`src/rtl/fifo_rd_stream_pkg.sv`:
```
// fifo_rd_stream_pkg: constants shared by the async FIFO and its read-side streamer
package fifo_rd_stream_pkg;
  localparam int BUF_DEPTH = 3;
  localparam int CNT_WIDTH_DEF = 16;
  typedef logic [1:0] occ_t;
endpackage

```
`src/rtl/fifo_rd_stream_if.sv`:
```
// fifo_rd_stream_if: valid/ready stream carried from the FIFO reader to downstream logic
interface fifo_rd_stream_if #(parameter int WIDTH = 8);
  logic valid;
  logic ready;
  logic [WIDTH-1:0] data;
  modport master (output valid, data, input ready);
  modport slave (input valid, data, output ready);
endinterface

```
`src/rtl/fifo_rd_skid_buf.sv`:
```
// fifo_rd_skid_buf: three-entry in-order register queue with simultaneous push and pop
module fifo_rd_skid_buf
  import fifo_rd_stream_pkg::*;
#(
  parameter int WIDTH = 8
) (
  input  logic             clk_i,
  input  logic             rst_n_i,
  input  logic             push_i,
  input  logic             pop_i,
  input  logic [WIDTH-1:0] din_i,
  output occ_t             count_o,
  output logic [WIDTH-1:0] head_o
);
  logic [WIDTH-1:0] mem_q [BUF_DEPTH];
  logic [WIDTH-1:0] mem_d [BUF_DEPTH];
  occ_t count_q, count_d, wr_idx;
  assign wr_idx = count_q - occ_t'(pop_i);
  // shift toward the head on pop, then place the pushed word behind the survivors
  always_comb begin
    mem_d[0] = pop_i ? mem_q[1] : mem_q[0];
    mem_d[1] = pop_i ? mem_q[2] : mem_q[1];
    mem_d[2] = pop_i ? '0 : mem_q[2];
    if (push_i && wr_idx < occ_t'(BUF_DEPTH)) mem_d[wr_idx] = din_i;
    count_d = count_q + occ_t'(push_i) - occ_t'(pop_i);
  end
  // queue storage and occupancy
  always_ff @(posedge clk_i or negedge rst_n_i) begin
    if (!rst_n_i) begin
      mem_q   <= '{default: '0};
      count_q <= '0;
    end else begin
      mem_q   <= mem_d;
      count_q <= count_d;
    end
  end
  // the upstream credit scheme must never let a push land on a full queue
  always_ff @(posedge clk_i) begin
    if (rst_n_i) assert (!(push_i && !pop_i && count_q == occ_t'(BUF_DEPTH)));
  end
  assign count_o = count_q;
  assign head_o  = mem_q[0];
endmodule

```
`src/rtl/fifo_rd_stream.sv`:
```
// fifo_rd_stream: drains the async FIFO read port into a valid/ready stream with credit-based reads
module fifo_rd_stream
  import fifo_rd_stream_pkg::*;
#(
  parameter int WIDTH     = 8,
  parameter int CNT_WIDTH = CNT_WIDTH_DEF
) (
  input  logic                 clk_i,
  input  logic                 rst_n_i,
  input  logic                 fifo_empty_i,
  output logic                 fifo_rd_en_o,
  input  logic [WIDTH-1:0]     fifo_rdata_i,
  input  logic                 fifo_rd_error_i,
  fifo_rd_stream_if.master     m,
  output logic [CNT_WIDTH-1:0] rd_count_o,
  output logic                 err_o
);
  occ_t count;
  logic inflight_q, inflight_d, err_q, err_d, push, pop;
  logic [CNT_WIDTH-1:0] cnt_q, cnt_d;
  assign fifo_rd_en_o = rst_n_i && !fifo_empty_i && ({1'b0, count} + {2'b0, inflight_q} < 3'(BUF_DEPTH));
  assign push    = inflight_q && !fifo_rd_error_i;
  assign pop     = m.valid && m.ready;
  assign m.valid = count != '0;
  fifo_rd_skid_buf #(.WIDTH(WIDTH)) u_buf (
    .clk_i   (clk_i),
    .rst_n_i (rst_n_i),
    .push_i  (push),
    .pop_i   (pop),
    .din_i   (fifo_rdata_i),
    .count_o (count),
    .head_o  (m.data)
  );
  // next state: track the outstanding read, latch errors, count accepted words
  always_comb begin
    inflight_d = fifo_rd_en_o;
    err_d      = err_q | fifo_rd_error_i;
    cnt_d      = cnt_q + CNT_WIDTH'(pop);
  end
  // state registers
  always_ff @(posedge clk_i or negedge rst_n_i) begin
    if (!rst_n_i) begin
      inflight_q <= 1'b0;
      err_q      <= 1'b0;
      cnt_q      <= '0;
    end else begin
      inflight_q <= inflight_d;
      err_q      <= err_d;
      cnt_q      <= cnt_d;
    end
  end
  assign rd_count_o = cnt_q;
  assign err_o      = err_q;
endmodule
```
`src/flat_wrapper.sv`:
```
// flat-port wrapper written by rule: the top's interface ports become plain ports
module fifo_rd_stream_flat import fifo_rd_stream_pkg::*;
#(
  parameter int WIDTH     = 8,
  parameter int CNT_WIDTH = CNT_WIDTH_DEF
)
  (clk_i, rst_n_i, fifo_empty_i, fifo_rd_en_o, fifo_rdata_i, fifo_rd_error_i, rd_count_o, err_o, m_valid, m_data, m_ready);
  fifo_rd_stream_if #(.WIDTH(WIDTH)) m_i ();
  input  logic clk_i;
  input  logic rst_n_i;
  input  logic fifo_empty_i;
  output logic fifo_rd_en_o;
  input  logic [WIDTH-1:0] fifo_rdata_i;
  input  logic fifo_rd_error_i;
  output logic [CNT_WIDTH-1:0] rd_count_o;
  output logic err_o;
  output wire logic [$bits(m_i.valid)-1:0] m_valid;
  output wire logic [$bits(m_i.data)-1:0] m_data;
  input wire logic [$bits(m_i.ready)-1:0] m_ready;
  assign m_valid = m_i.valid;
  assign m_data = m_i.data;
  assign m_i.ready = m_ready;
  fifo_rd_stream #(.WIDTH(WIDTH), .CNT_WIDTH(CNT_WIDTH)) u_core (.clk_i(clk_i), .rst_n_i(rst_n_i), .fifo_empty_i(fifo_empty_i), .fifo_rd_en_o(fifo_rd_en_o), .fifo_rdata_i(fifo_rdata_i), .fifo_rd_error_i(fifo_rd_error_i), .m(m_i), .rd_count_o(rd_count_o), .err_o(err_o));
endmodule
```
`config.mk`:
```
export PLATFORM = sky130hd
export DESIGN_NAME = fifo_rd_stream_flat
export DESIGN_NICKNAME = d
export VERILOG_FILES = /design/src/rtl/fifo_rd_stream_pkg.sv /design/src/rtl/fifo_rd_stream_if.sv /design/src/rtl/fifo_rd_skid_buf.sv /design/src/rtl/fifo_rd_stream.sv /design/src/flat_wrapper.sv
export SDC_FILE = /design/constraint.sdc
export NUM_CORES = 1
export LEC_CHECK = 0
export CORE_ASPECT_RATIO = 0.6
export CORE_MARGIN = 5
export CORE_UTILIZATION = 25
export CTS_BUF_LIST = sky130_fd_sc_hd__clkbuf_8
export CTS_CLUSTER_DIAMETER = 100
export DETAILED_ROUTE_END_ITERATION = 10
export GPL_TIMING_DRIVEN = 0
export PLACE_DENSITY_LB_ADDON = 0.3
export SYNTH_ARGS = -nofsm -noshare
export SYNTH_HDL_FRONTEND = slang
export SYNTH_SLANG_ARGS = --single-unit
export TNS_END_PERCENT = 100
```
`constraint.sdc`:
```
create_clock -name clk_i -period 2.7 [get_ports clk_i]
set_clock_uncertainty 0.15 [all_clocks]
set_input_delay 0.405 -clock clk_i [delete_from_list [all_inputs] [get_ports clk_i]]
set_output_delay 0.405 -clock clk_i [all_outputs]
set_load 0.05 [all_outputs]
```
==> impl_metrics.toml <==
[timing]
period_share_pct = 94.4
slew_viol_final = 0
period_needed_ps = 2550
worst_pin_slew_ps = 835
worst_slack_ps = 152
finalSetupViolCount = 0
slew_headroom_pct = 44.1
max_freq_ghz = 0.392
finalHoldViolCount = 0
rsz0062_at_grt = "no"

[logic_synthesis]
ys.flop_type = "dfrtp_1"
yosys.area_share.simple_pct = 16.0
synth.top_cell.area_share_pct = 52.7
post_synth_fa_ha_maj_area_fraction_pct = 2.99
synth_xor_area_share_pct = 7.13
async_flop_share_pct = 100
synthDistinctLibCells = 29
synth_area_um2 = 2090
yosysTopAreaCell = "dfrtp_1"
synth-edff-count = 0
synthCells = 195
synth_top_family_by_area = "simple AND/OR/NAND/NOR gates"
synth_compound_gate_area_share_pct = 7.60
synthMuxAreaShare_pct = 7.66
synthesis.nets = 213
synth-seq-cells = 44
yosysWarnings = 0
synth_area_leaders = "dfrtp_1, mux2i_1, nand2_1"
synth_seq_area_share_pct = 52.7
synth.avg_cell_area_um2 = 10.7

[critical_path]
cp_common_cell = "ha_1"
cp_slowest_stage_delay_ps = 480
worst_ep_required_time_ps = 2140
critPathMaxFanout = 8
crit_family = "adder cells"
path_class = "reg -> out"
arrival_ps = 1990
critPathBufInv = 1
cp-end-kind = "output pin"
start_kind = "register"
path_cells = "ha_1 -> ha_1 -> a2111oi_2 -> clkbuf_4"
cp_slowest_cell = "dfrtp_1"

[power]
vdd_drop_max_v = 0.000555
switching_power_uw = 1080
p_comb_share_pct = 43.9
pwr-share-seq_pct = 36.9
p_int_uw = 1570
power_density_nw_per_um2 = 958
p_sw_share_pct = 40.9
leakagePower_uw = 0.00123
clkPwrFrac_pct = 19.2

[cts]
clkTransAtPathRegs_ps = 80
insertion_delay_ps = 290
cts_buffer_depth = 2
root_buffer = "clkbuf_8"
htreeDepth = 2
numCtsBuffers = 5
cts.sinks = 44
cts_tree = "done"

[die]
io_pins = 40
die_area_um2 = 10300
start_util_pct = 26.1
dieWidth_um = 128
rows = 25
fp.coreArea_um2 = 8010
die_y_um = 80.8

[routing]
drt_first_pass_iters = 4
via_count = 1504
ant_nets = 0
post-route-drc-count = 0
post_drt_wl_per_cell_um = 13.6
avgViaCountPerCell = 4.26
wirelength_um = 4790
drtIter0Drc = 71

[run_status]
status = "finished, final reports clean"

[worst_hold_path]
hp-class = "reg -> reg"

[global_route]
antenna_found_initial = 0
grt_start_max_net_pins = 28
grt_use_total_pct = 9.93
first_global_vias = 1548
grt_pass1_wl_um = 8020
overflow = 0

[finish]
layout.area.seq_um2 = 1100
final_nets = 262
diodes = 0
drive_above_1_share_pct = 13.5
mostFrequentLayoutCell = "dfrtp_1"
multiInputGateArea_um2 = 871
final_cell_mix = "dfrtp_1, nand2_1, clkdlybuf4s50_1"
final_cells = 353
nFillCells = 846
area_growth_pct = 32.3

[place]
dp_hpwl_um = 3430
gp_congestion = 0.744
io_buffer_count = 39
dp_worst_setup_slack_ps = -120
dp.cells = 343

[flow_run]
cap_violations = 0
==> worst register-to-register path: stages (launching register included) <==
cell and delay (ps):
dfrtp_1 530, o21ai_2 150, buf_6 180, buf_2 210, inv_1 80, ha_1 140
nand3_1 110, nor3_1 340, nand3_1 150, xnor2_1 140
==> registers in the layout, indices dropped and copies added, names as in the netlist <==
register,cells
u_core.u_buf.head_o,8
u_core.err_o,1
u_core.u_buf.count_o,2
u_core.u_buf.mem_q,16
u_core.rd_count_o,16
u_core.inflight_q,1
==> final cells by class <==
cell class	count	share of cell area, %
multi-input cells	133	31.5
clock buffers	5	2.49
inverters	3	0.407
repair buffers	42	15.3
clock inverters	3	1.54
plain buffers	15	4.07
well taps	108	4.89
flip-flops and latches	44	39.8
==> cell usage after synthesis, types with 2 or more instances <==
master,n
and3_1,3
xor2_1,4
and4_1,2
or3_1,2
nand3_1,6
nor2b_1,2
dfrtp_1,44
nor3_1,2
xnor2_1,13
inv_1,3
buf_2,3
nand2_1,40
or2_2,2
mux2i_1,16
buf_6,3
ha_1,5
o21ai_0,25
buf_4,8
nor2_1,2
==> per-layer routing <==
metal  up-vias  routed length [µm]  part of all wire [%]  GRT usage, %
li1        754                   -                     -             -
met2        29                1950                    41          13.9
met5         -                   0                     0             0
met3         2                 210                   4.4          3.22
met1       719                2620                    55          14.9
met4         0                  10                  0.21          1.91
==> path summary, 6_finish.rpt <==
kind | from | end | slack [ps] | cells after the start
setup / recovery | u_core.u_buf.count_o[0] | fifo_rd_en_o | 150 | 4
hold / removal | u_core.err_o | u_core.err_o | 320 | 1
setup reg to reg | u_core.u_buf.count_o[1] | u_core.rd_count_o[9] | 430 | 9
hold reg to reg | u_core.err_o | u_core.err_o | 320 | 1
max in group asynchronous | rst_n_i | u_core.err_o | 670 | 3
min in group asynchronous | rst_n_i | u_core.u_buf.mem_q[7] | 480 | 3
==> power groups by stage <==
stage	logic (µW)	clock network (µW)	registers, µW
detailed placement	1180	0	995
global placement	1160	0	990
CTS	1180	525	982
global route	1250	548	1010
finish	1160	508	979
floorplan	690	0	1100
==> per-stage QoR <==
stage	utilization [%]	total power, µW	hold slack [ps]	cell area (µm²)	TNS (ps)
floorplan	-	1790	-40.6	2100	0
global placement	32.7	2140	303	2620	-14480
detailed placement	32.9	2170	250	2640	-306
CTS	34.5	2690	330	2760	0
global route	34.5	2810	359	2770	0
finish	34.5	2650	320	2770	0
==> timing repair <==
| action | CTS | global route |
|---|---|---|
| buffers inserted | 0 | 0 |
| setup endpoints to repair | 1 | 1 |
| gates resized for setup | 6 | 1 |
| hold endpoints to repair | 17 | 0 |
| hold buffers | 2 | 0 |
==> cells by family after synthesis <==
logic type	count (synthesis)
compound gates	28
xor+xnor	17
fa+ha+maj	5
buf+inv	18
flops	44
mux	16
simple gates	67
Note: power is estimated with default switching activity, not from simulation.
